### src/rtl/pc_sequencer_if.sv
// Bus between the core control path and the program sequencer: run request,
// branch/halt/stall inputs from the decoder and datapath, and the PC, retire
// and status outputs returned by the sequencer.
interface pc_sequencer_if #(
    parameter int PC_W  = 10,
    parameter int CNT_W = 16
);
    logic             start;
    logic [PC_W-1:0]  start_addr;
    logic             Branch;
    logic [PC_W-1:0]  br_target;
    logic             halt;
    logic             stall;
    logic [PC_W-1:0]  pc;
    logic             exec_valid;
    logic             done;
    logic [CNT_W-1:0] instr_cnt;
    logic [1:0]       state;

    // Core/top-level side: issues requests and decode results.
    modport master (
        output start, start_addr, Branch, br_target, halt, stall,
        input  pc, exec_valid, done, instr_cnt, state
    );

    // Sequencer side: owns the PC and the run/halt state.
    modport slave (
        input  start, start_addr, Branch, br_target, halt, stall,
        output pc, exec_valid, done, instr_cnt, state
    );
endinterface

### src/rtl/pc_sequencer.sv
// Program sequencer: owns the program counter, the IDLE/RUN/HALT state
// machine and a saturating retired-instruction counter. One instruction is
// executed per RUN cycle unless the datapath stalls.
module pc_sequencer #(
    parameter int PC_W  = 10,
    parameter int CNT_W = 16
) (
    input  logic          clk,
    input  logic          reset,
    pc_sequencer_if.slave bus
);
    typedef enum logic [1:0] {
        IDLE = 2'd0,
        RUN  = 2'd1,
        HALT = 2'd2
    } state_t;

    state_t           state_q, state_d;
    logic [PC_W-1:0]  pc_q, pc_d;
    logic [CNT_W-1:0] cnt_q, cnt_d;
    logic             done_q;

    // Retire count sticks at all-ones instead of wrapping.
    function automatic logic [CNT_W-1:0] sat_inc(input logic [CNT_W-1:0] v);
        if (&v) begin
            return v;
        end
        return v + {{(CNT_W-1){1'b0}}, 1'b1};
    endfunction

    // Next-state, next-PC and retire-count decision; stall beats halt beats Branch.
    always_comb begin
        state_d = state_q;
        pc_d    = pc_q;
        cnt_d   = cnt_q;
        case (state_q)
            IDLE: begin
                if (bus.start) begin
                    state_d = RUN;
                    pc_d    = bus.start_addr;
                    cnt_d   = '0;
                end
            end
            RUN: begin
                if (!bus.stall) begin
                    cnt_d = sat_inc(cnt_q);
                    if (bus.halt) begin
                        state_d = HALT;
                    end else if (bus.Branch) begin
                        pc_d = bus.br_target;
                    end else begin
                        pc_d = pc_q + {{(PC_W-1){1'b0}}, 1'b1};
                    end
                end
            end
            HALT: begin
                // A held start level keeps us here so one request gives one run.
                if (!bus.start) begin
                    state_d = IDLE;
                end
            end
            default: begin
                state_d = IDLE;
            end
        endcase
    end

    // State, PC, counter and done registers with synchronous reset.
    always_ff @(posedge clk) begin
        if (reset) begin
            state_q <= IDLE;
            pc_q    <= '0;
            cnt_q   <= '0;
            done_q  <= 1'b0;
        end else begin
            state_q <= state_d;
            pc_q    <= pc_d;
            cnt_q   <= cnt_d;
            done_q  <= (state_d == HALT);
        end
    end

    assign bus.pc         = pc_q;
    assign bus.exec_valid = (state_q == RUN) && !bus.stall;
    assign bus.done       = done_q;
    assign bus.instr_cnt  = cnt_q;
    assign bus.state      = state_q;
endmodule

### src/flat_wrapper.sv
// flat-port wrapper written by rule: the top's interface ports become plain ports
module pc_sequencer_flat 
#(
    parameter int PC_W  = 10,
    parameter int CNT_W = 16
)
  (clk, reset, bus_start, bus_start_addr, bus_Branch, bus_br_target, bus_halt, bus_stall, bus_pc, bus_exec_valid, bus_done, bus_instr_cnt, bus_state);
  pc_sequencer_if #(.PC_W(PC_W), .CNT_W(CNT_W)) bus_i ();
  input  logic clk;
  input  logic reset;
  input wire logic [$bits(bus_i.start)-1:0] bus_start;
  input wire logic [$bits(bus_i.start_addr)-1:0] bus_start_addr;
  input wire logic [$bits(bus_i.Branch)-1:0] bus_Branch;
  input wire logic [$bits(bus_i.br_target)-1:0] bus_br_target;
  input wire logic [$bits(bus_i.halt)-1:0] bus_halt;
  input wire logic [$bits(bus_i.stall)-1:0] bus_stall;
  output wire logic [$bits(bus_i.pc)-1:0] bus_pc;
  output wire logic [$bits(bus_i.exec_valid)-1:0] bus_exec_valid;
  output wire logic [$bits(bus_i.done)-1:0] bus_done;
  output wire logic [$bits(bus_i.instr_cnt)-1:0] bus_instr_cnt;
  output wire logic [$bits(bus_i.state)-1:0] bus_state;
  assign bus_i.start = bus_start;
  assign bus_i.start_addr = bus_start_addr;
  assign bus_i.Branch = bus_Branch;
  assign bus_i.br_target = bus_br_target;
  assign bus_i.halt = bus_halt;
  assign bus_i.stall = bus_stall;
  assign bus_pc = bus_i.pc;
  assign bus_exec_valid = bus_i.exec_valid;
  assign bus_done = bus_i.done;
  assign bus_instr_cnt = bus_i.instr_cnt;
  assign bus_state = bus_i.state;
  pc_sequencer #(.PC_W(PC_W), .CNT_W(CNT_W)) u_core (.clk(clk), .reset(reset), .bus(bus_i));
endmodule
### config.mk
export PLATFORM = sky130hd
export DESIGN_NAME = pc_sequencer_flat
export DESIGN_NICKNAME = d
export VERILOG_FILES = /design/src/rtl/pc_sequencer_if.sv /design/src/rtl/pc_sequencer.sv /design/src/flat_wrapper.sv
export SDC_FILE = /design/constraint.sdc
export NUM_CORES = 1
export LEC_CHECK = 0
export BUFFER_PORTS_ARGS = -buffer_cell sky130_fd_sc_hd__clkbuf_2
export CAP_MARGIN = 20
export CORE_UTILIZATION = 53
export CTS_BUF_LIST = sky130_fd_sc_hd__clkbuf_16
export CTS_CLUSTER_SIZE = 14
export DETAILED_ROUTE_END_ITERATION = 8
export HOLD_SLACK_MARGIN = 0.15
export PLACE_DENSITY = 0.84
export SKIP_CTS_REPAIR_TIMING = 1
export SLEW_MARGIN = 10
export SYNTH_ARGS = -nofsm -noshare
export SYNTH_HDL_FRONTEND = slang
export SYNTH_SLANG_ARGS = --single-unit
### constraint.sdc
create_clock -name clk -period 3.6 [get_ports clk]
set_clock_uncertainty 0.05 [all_clocks]
set_input_delay 0.72 -clock clk [delete_from_list [all_inputs] [get_ports clk]]
set_output_delay 0.72 -clock clk [all_outputs]
set_load 0.02 [all_outputs]
Yosys cells after proc, flatten, opt, wreduce, memory -nomap -nowiden
Cells that the tools add are included.

operators by class
  reductions and logical operators = 7
  equality and inequality tests = 7
  muxes and demuxes = 17
  $add $sub $neg = 2

operators with widths
  operator                                                               number
  16-bit 2-to-1 mux                                                      3
  10-bit 2-to-1 mux                                                      4
  16-bit case mux with 2 select lines                                    1
  10-bit case mux with 2 select lines                                    1
  16-bit by 1-bit adder with 16-bit output, second input constant        1
  16-bit AND reduction                                                   1
  10-bit by 1-bit adder with 10-bit output, second input constant        1
  2-bit 2-to-1 mux                                                       4
  4-bit AND reduction                                                    2
  2-bit != test, second input constant                                   3
  2-bit case mux with 3 select lines                                     1
  2-bit equality test, second input constant                             2
  1-bit 2-to-1 mux                                                       3
  3-bit != test, second input constant                                   1
  2-bit by 1-bit equality test with 1-bit output, second input constant  1
  2-bit zero test                                                        1
  2-bit nonzero test                                                     1
  1-bit logical AND                                                      1
  1-bit zero test                                                        1

word-level totals
  logic and storage cells = 37
  register bits = 29

Longest topological paths before layout
Gate-level depths: netlist (run 1).

  depth in word-level cells = 7
  depth in mapped cells = 7
  depth with buffers taken out = 6

Worst setup path after synthesis (run 1)
No wires, ideal clock.

  path type = reg-to-output
  start point = register u_core.state_q[0], in the netlist u_core.bus.state[0]
  end point = output bus_exec_valid
  slack = 1.535 ns
  cell stages (with the launch flop) = 4
  required time = 2.830 ns
  arrival = 1.295 ns
  buffers on the path = 1
  path through = dfxtp_1 > or2b_1 > clkbuf_1 > nor2_1

between the ends
  word-level cells in the longest chain between the ends = 2

ends and longest elaborated chain
  element                                         line                RTL
  start: declaration                              pc_sequencer.sv:18  state_t state_q, state_d;
  start signal: assignment                        pc_sequencer.sv:76  state_q <= state_d;
  2-bit by 1-bit equality test with 1-bit output  pc_sequencer.sv:84  assign bus.exec_valid = (state_q == RUN) && !bus.stall;
  1-bit logical AND                               pc_sequencer.sv:84
  end: declaration                                flat_wrapper.sv:18  output wire logic [$bits(bus_i.exec_valid)-1:0] bus_exec_valid;

Every way passes these cells.

Worst setup path in the final report (run 1)
Same ends and word-level chain as after synthesis.

==> impl_metrics.py, run 1 <==
metrics = {
    "die": {
        "ios": 56,
        "die_w_um": 57.1,
        "num_rows": 19,
        "chipHeight_um": 57.1,
        "core_mm2": 0.00283,
        "start_util_pct": 56.9,
        "die-area_mm2": 0.00326,
    },
    "status": {
        "status": "finished with violations",
        "violations": "DRC",
    },
    "synthesis": {
        "yosys-top-cells-area": "dfxtp_1 36%, nand2_1 6.1%, xor2_1 6.0%",
        "ys_warn_count": 0,
        "synth.most_common_cell": "dfxtp_1",
        "syn_area_mm2": 0.00161,
        "synth-simple-area-share_pct": 31.7,
        "synth.mux.area_fraction_pct": 0.622,
        "syn_inst": 202,
        "synth_edf_count": 0,
        "synthXorXnorAreaFrac_pct": 7.61,
        "synthTopCellsByCount": "29 x dfxtp_1, 26 x nand2_1, 23 x nor2_1, 13 x o21ai_0",
        "yosysUniqueCellTypes": 43,
        "yosys.area.top_type": "dfxtp_1",
        "syn_avg_cell_area_um2": 7.97,
        "yosysTopAreaCellShare_pct": 36.1,
        "ys_seq_area_share_pct": 36.1,
        "synth_compound_area_share_pct": 19.7,
        "synth_top_family_by_area": "simple AND/OR/NAND/NOR gates",
        "syn_nets": 230,
        "synthFlopType": "dfxtp_1",
        "synth-seq-cells": 29,
        "synthArstFlopShare_pct": 0,
        "synth-adder-area-share_pct": 1.55,
    },
    "route": {
        "ant_nets": 0,
        "wire_per_inst_um": 14.0,
        "dr.pass1.iters": 6,
        "via_per_inst": 6.01,
        "drt-total-wl_um": 4000,
        "drc": 6,
        "vias": 1719,
        "drtIter0Drc": 85,
    },
    "hold_path": {
        "hold_class": "register to register",
    },
    "global_route": {
        "grt_pass1_wl_um": 6720,
        "track_usage_pct": 26.9,
        "antenna_found_initial": 0,
        "grt_pass1_vias": 1498,
        "gr-total-overflow": 0,
        "grt_max_degree": 20,
    },
    "placed_design": {
        "dp.final_hpwl_um": 2850,
        "post-place-ws_ns": 1.19,
        "place_congestion": 0.812,
        "port_buffers": 55,
    },
    "critical_path": {
        "path_max_fanout": 12,
        "required_ns": 2.83,
        "cp.arrival_ns": 1.55,
        "end_kind": "primary output",
        "worstSetupPathType": "register to primary output",
        "start_kind": "register",
    },
    "finish": {
        "utilization_pct": 72.3,
        "drive_above_1_share_pct": 26.7,
        "nets": 282,
        "num_antenna_cells": 0,
        "area_growth_pct": 27.0,
    },
    "timing": {
        "post-route-min-period_ns": 2.32,
        "rsz0062_at_grt": "false",
        "tightest_slew_ns": 0.849,
        "slew_viol_final": 0,
        "slew_headroom_pct": 43.1,
        "fin_ws_ns": 1.28,
        "setup_violations": 0,
        "hold_violations": 0,
        "post-route-period-util_pct": 64.4,
        "finalSetupTns_ns": 0,
        "fmax_mhz": 431,
    },
    "clock_tree": {
        "numCtsBuffers": 5,
        "cts_tree": "built",
        "cts_max_level": 2,
        "clock-root-buffer": "clkbuf_16",
        "clkSinkCount": 29,
        "clk_pin_slew_ns": 0.05,
        "clk_latency_ns": 0.28,
        "cts.path.max_buffers": 2,
    },
    "pwr": {
        "powerDensity_mw_per_mm2": 464,
        "vdd_ir_drop_max_uv": 410,
        "p_leak_nw": 0.880,
    },
    "run": {
        "maxCapViolCount": 0,
    },
}
worst max-delay path, cell delays in order, from the launching register on:
cell      delay, ns
dfxtp_1        0.49
or2b_1         0.43
nor2_1         0.16
clkbuf_2       0.18
final cells by class:
cell class                      count  area [µm²]
Fill cell                         220         783
Sequential cell                    29         581
Multi-Input combinational cell    162         985
Tap cell                           31        38.8
Timing Repair Buffer               55         275
Clock inverter                      3        37.5
Inverter                            1        3.75
Clock buffer                        5         125
registers in the layout (all words and copies together) (netlist names):
register,count
u_core.bus.done,1
u_core.bus.instr_cnt,16
u_core.bus.state,2
u_core.bus.pc,10
worst paths after layout:
check | startpoint | to | slack (ns) | cells past startpoint
min reg2reg | u_core.bus.instr_cnt[9]$_SDFFE_PP0P_ | u_core.bus.instr_cnt[9]$_SDFFE_PP0P_ | 0.46 | 2
max reg2reg | u_core.bus.instr_cnt[0]$_SDFFE_PP0P_ | u_core.bus.instr_cnt[12]$_SDFFE_PP0P_ | 1.49 | 6
max | u_core.bus.state[0]$_SDFF_PP0_ | bus_exec_valid | 1.28 | 3
min | u_core.bus.instr_cnt[9]$_SDFFE_PP0P_ | u_core.bus.instr_cnt[9]$_SDFFE_PP0P_ | 0.46 | 2
kinds of logic (layout without fill, tap and decap cells):
family | Yosys count | after routing
AO/OA/AOI/OAI | 48 | 48
XOR/XNOR | 14 | 14
adder cells (fa/ha/maj) | 2 | 2
buffers and inverters | 11 | 64
flip-flops | 29 | 29
multiplexers | 1 | 1
AND/OR/NAND/NOR | 97 | 97
where the power goes:
part | internal (W) | switching (W) | total (W)
clock network | 0.000320 | 0.000141 | 0.000461
logic | 0.0000520 | 0.0000790 | 0.000131
registers | 0.000336 | 0.0000217 | 0.000358
total | 0.000709 | 0.000241 | 0.000950
routing by layer:
metal / global-route usage (%) / share of wire [%] / vias to the layer above
met4: 7.32 / 1.2 / 0
met3: 8.16 / 6.3 / 5
met5: 0 / 0 / -
met1: 35.7 / 46 / 810
met2: 42.5 / 46 / 62
li1: - / - / 842
layout by cell type, fill, tap and decap left out, types with 3 or more instances in the layout:
cell,count
a211oi_1,4
a21oi_1,11
a311oi_1,4
and3_1,4
clkbuf_16,5
clkbuf_2,55
dfxtp_1,29
nand2_1,26
nand2b_1,6
nand3_1,8
nand4_1,8
nor2_1,23
o211ai_1,7
o21ai_0,13
or3_1,3
xnor2_1,3
xor2_1,11
per-stage QoR:
stage | instance area (µm²) | hold slack [ns] | instances | power (W)
detailed placement | 1880 | 0.449 | 278 | 0.000493
CTS | 2050 | 0.458 | 286 | 0.000951
floorplan | 1610 | 0.503 | 202 | 0.000450
global placement | 1880 | 0.435 | 278 | 0.000491
finish | 2050 | 0.460 | 286 | 0.000950
global route | 2050 | 0.489 | 286 | 0.000981
Power figures use the tool's default switching activity.
==> run 2: changes to the inputs <==
Settings changed: ABC_AREA set to 1, CORE_UTILIZATION 53 to 51, PLACE_DENSITY 0.84 to 0.79.
Clock period 3.6 ns to 2.16 ns, I/O delays scaled along.
==> run 2 against run 1 <==
  * The flow now finishes without violations
  * Via count grew 22%
  * Register-to-register slack got worse by 1.2 ns
  * Utilization is 5.0 points lower
  * Critical path depth rose by 5
  * Sequential share of layout area down 3.1 points
==> impl_metrics.py, run 2 <==
metrics = {
    "route": {
        "drt-total-wl_um": 4840,
        "via_per_inst": 5.29,
        "vias": 2096,
        "drc": 0,
        "wire_per_inst_um": 12.2,
        "ant_nets": 0,
        "drtIter0Drc": 150,
        "dr.pass1.iters": 4,
    },
    "placed_design": {
        "port_buffers": 55,
        "place_congestion": 0.899,
        "dpl-instance-area_mm2": 0.00217,
        "dp.final_hpwl_um": 3490,
    },
    "clock_tree": {
        "numCtsBuffers": 5,
        "clock-root-buffer": "clkbuf_16",
        "clk_latency_ns": 0.27,
        "cts_max_level": 2,
        "cts_tree": "built",
        "cts.path.max_buffers": 2,
        "clkSinkCount": 29,
        "clk_pin_slew_ns": 0.05,
    },
    "timing": {
        "rsz0062_at_grt": "false",
        "slew_headroom_pct": 67.7,
        "tightest_slew_ns": 0.484,
        "fmax_mhz": 528,
        "hold_violations": 0,
        "slew_viol_final": 0,
        "finalSetupTns_ns": 0,
        "post-route-min-period_ns": 1.89,
        "setup_violations": 0,
        "post-route-period-util_pct": 87.7,
    },
    "finish": {
        "area_growth_pct": 23.1,
        "largest_reg_flops": 16,
        "num_antenna_cells": 0,
        "final_area_mm2": 0.00230,
        "drive_above_1_share_pct": 22.3,
        "layout_commonest_cell": "nand2_1",
        "nets": 378,
        "final_cell_mix": "69 x nand2_1, 55 x clkbuf_2, 49 x nor2_1",
    },
    "die": {
        "die-area_mm2": 0.00391,
        "num_rows": 21,
        "die_w_um": 62.5,
        "ios": 56,
        "chipHeight_um": 62.5,
        "core_mm2": 0.00342,
        "start_util_pct": 54.7,
    },
    "pwr": {
        "vdd_ir_drop_max_uv": 431,
        "p_leak_nw": 0.972,
        "power_w": 0.00150,
        "powerDensity_mw_per_mm2": 652,
    },
    "synthesis": {
        "syn_nets": 322,
        "synth.mux.area_fraction_pct": 0,
        "synth-seq-cells": 29,
        "syn_area_mm2": 0.00187,
        "synth_compound_area_share_pct": 18.1,
        "ys_warn_count": 0,
        "synth-simple-area-share_pct": 38.8,
        "ys_seq_area_share_pct": 31.1,
        "yosys.area.top_type": "dfxtp_1",
        "synthTopCellsByCount": "69 x nand2_1, 49 x nor2_1, 29 x dfxtp_1, 28 x a21oi_1, 25 x inv_1",
        "syn_inst": 294,
        "synth.most_common_cell": "nand2_1",
        "synthFlopType": "dfxtp_1",
        "synth_top_family_by_area": "simple AND/OR/NAND/NOR gates",
        "yosysTopAreaCellShare_pct": 31.1,
        "synth-adder-area-share_pct": 1.34,
        "yosys-top-cells-area": "dfxtp_1 31%, nand2_1 14%, nor2_1 9.8%",
        "synthXorXnorAreaFrac_pct": 2.34,
        "synth_edf_count": 0,
        "syn_avg_cell_area_um2": 6.36,
        "synthArstFlopShare_pct": 0,
        "yosysUniqueCellTypes": 31,
    },
    "global_route": {
        "track_usage_pct": 26.4,
        "antenna_found_initial": 0,
        "gr-total-overflow": 0,
        "grt_pass1_vias": 1809,
        "grt_pass1_wl_um": 8340,
        "grt_max_degree": 21,
    },
    "critical_path": {
        "worstSetupPathType": "register to register",
        "required_ns": 2.26,
        "start_kind": "register",
        "end_kind": "register",
        "cp.arrival_ns": 1.99,
        "path_max_fanout": 14,
    },
    "run": {
        "maxCapViolCount": 0,
    },
    "status": {
        "status": "complete, no violations",
    },
    "hold_path": {
        "hold_class": "input pin to register",
    },
}
[run 2: cell count changes after synthesis, moves of 4 or more]
cell / previous run / this run
a211oi_1: 4 / 0
a21oi_1: 11 / 28
a311oi_1: 4 / 0
and3_1: 4 / 0
clkbuf_1: 7 / 3
inv_1: 1 / 25
nand2_1: 26 / 69
nand2b_1: 6 / 0
nand3_1: 8 / 22
nor2_1: 23 / 49
o21ai_0: 13 / 18
o21bai_1: 0 / 4
xor2_1: 11 / 4
[run 2: area by class of cell]
class | instances | area, µm²
inverter | 29 | 109
multi-input combinational | 228 | 1130
clock buffer | 5 | 125
sequential | 29 | 581
tap | 46 | 57.6
clock inverter | 2 | 7.51
timing repair buffer | 57 | 290
fill | 315 | 1110
[run 2: worst max-delay path, cell delays in order, from the launching register on]
cell     delay [ns]
dfxtp_1        0.42
ha_1           0.27
nand3_2        0.13
nor2_4         0.17
nand3_4        0.11
o21ai_4        0.36
nor2_1         0.09
nor2_1         0.11
nor2_1         0.05
[run 2: cells by family after synthesis]
group | count (synthesis)
XOR/XNOR | 5
adder cells (fa/ha/maj) | 2
AO/OA/AOI/OAI | 59
buffers and inverters | 37
flip-flops | 29
AND/OR/NAND/NOR | 162
[run 2: metrics by stage]
step | util [%] | worst slack [ns] | instances | hold slack (ns)
after floorplan | - | 0.375 | 294 | 0.451
after global placement | 63.5 | 0.374 | 389 | 0.450
after detailed placement | 63.5 | 0.303 | 389 | 0.455
after CTS | 67.4 | 0.274 | 396 | 0.397
after global routing | 67.4 | 0.0717 | 396 | 0.400
final | 67.4 | 0.266 | 396 | 0.402
[run 2: final timing paths]
path | cells after the start | slack [ns] | start | end
setup / recovery | 8 | 0.27 | u_core.bus.instr_cnt[0]$_SDFFE_PP0P_ | u_core.bus.instr_cnt[14]$_SDFFE_PP0P_
setup reg to reg | 8 | 0.27 | u_core.bus.instr_cnt[0]$_SDFFE_PP0P_ | u_core.bus.instr_cnt[14]$_SDFFE_PP0P_
hold / removal | 3 | 0.40 | bus_start_addr[3] | u_core.bus.pc[3]$_SDFFE_PP0P_
hold reg to reg | 2 | 0.46 | u_core.bus.pc[1]$_SDFFE_PP0P_ | u_core.bus.pc[1]$_SDFFE_PP0P_
[run 2: layer usage]
layer / wire [µm] / GRT usage (%) / vias up
met2: 2210 / 39.8 / 81
met3: 380 / 5.47 / 5
met5: 0 / 0 / -
met1: 2200 / 37.1 / 935
met4: 43 / 9.01 / 0
li1: - / - / 1075
[run 2: where the power goes]
part	leakage [nW]	switching, W	internal, W	total [W]
logic	0.667	0.000177	0.0000907	0.000268
registers	0.236	0.0000377	0.000564	0.000602
clock network	0.0685	0.000220	0.000410	0.000630
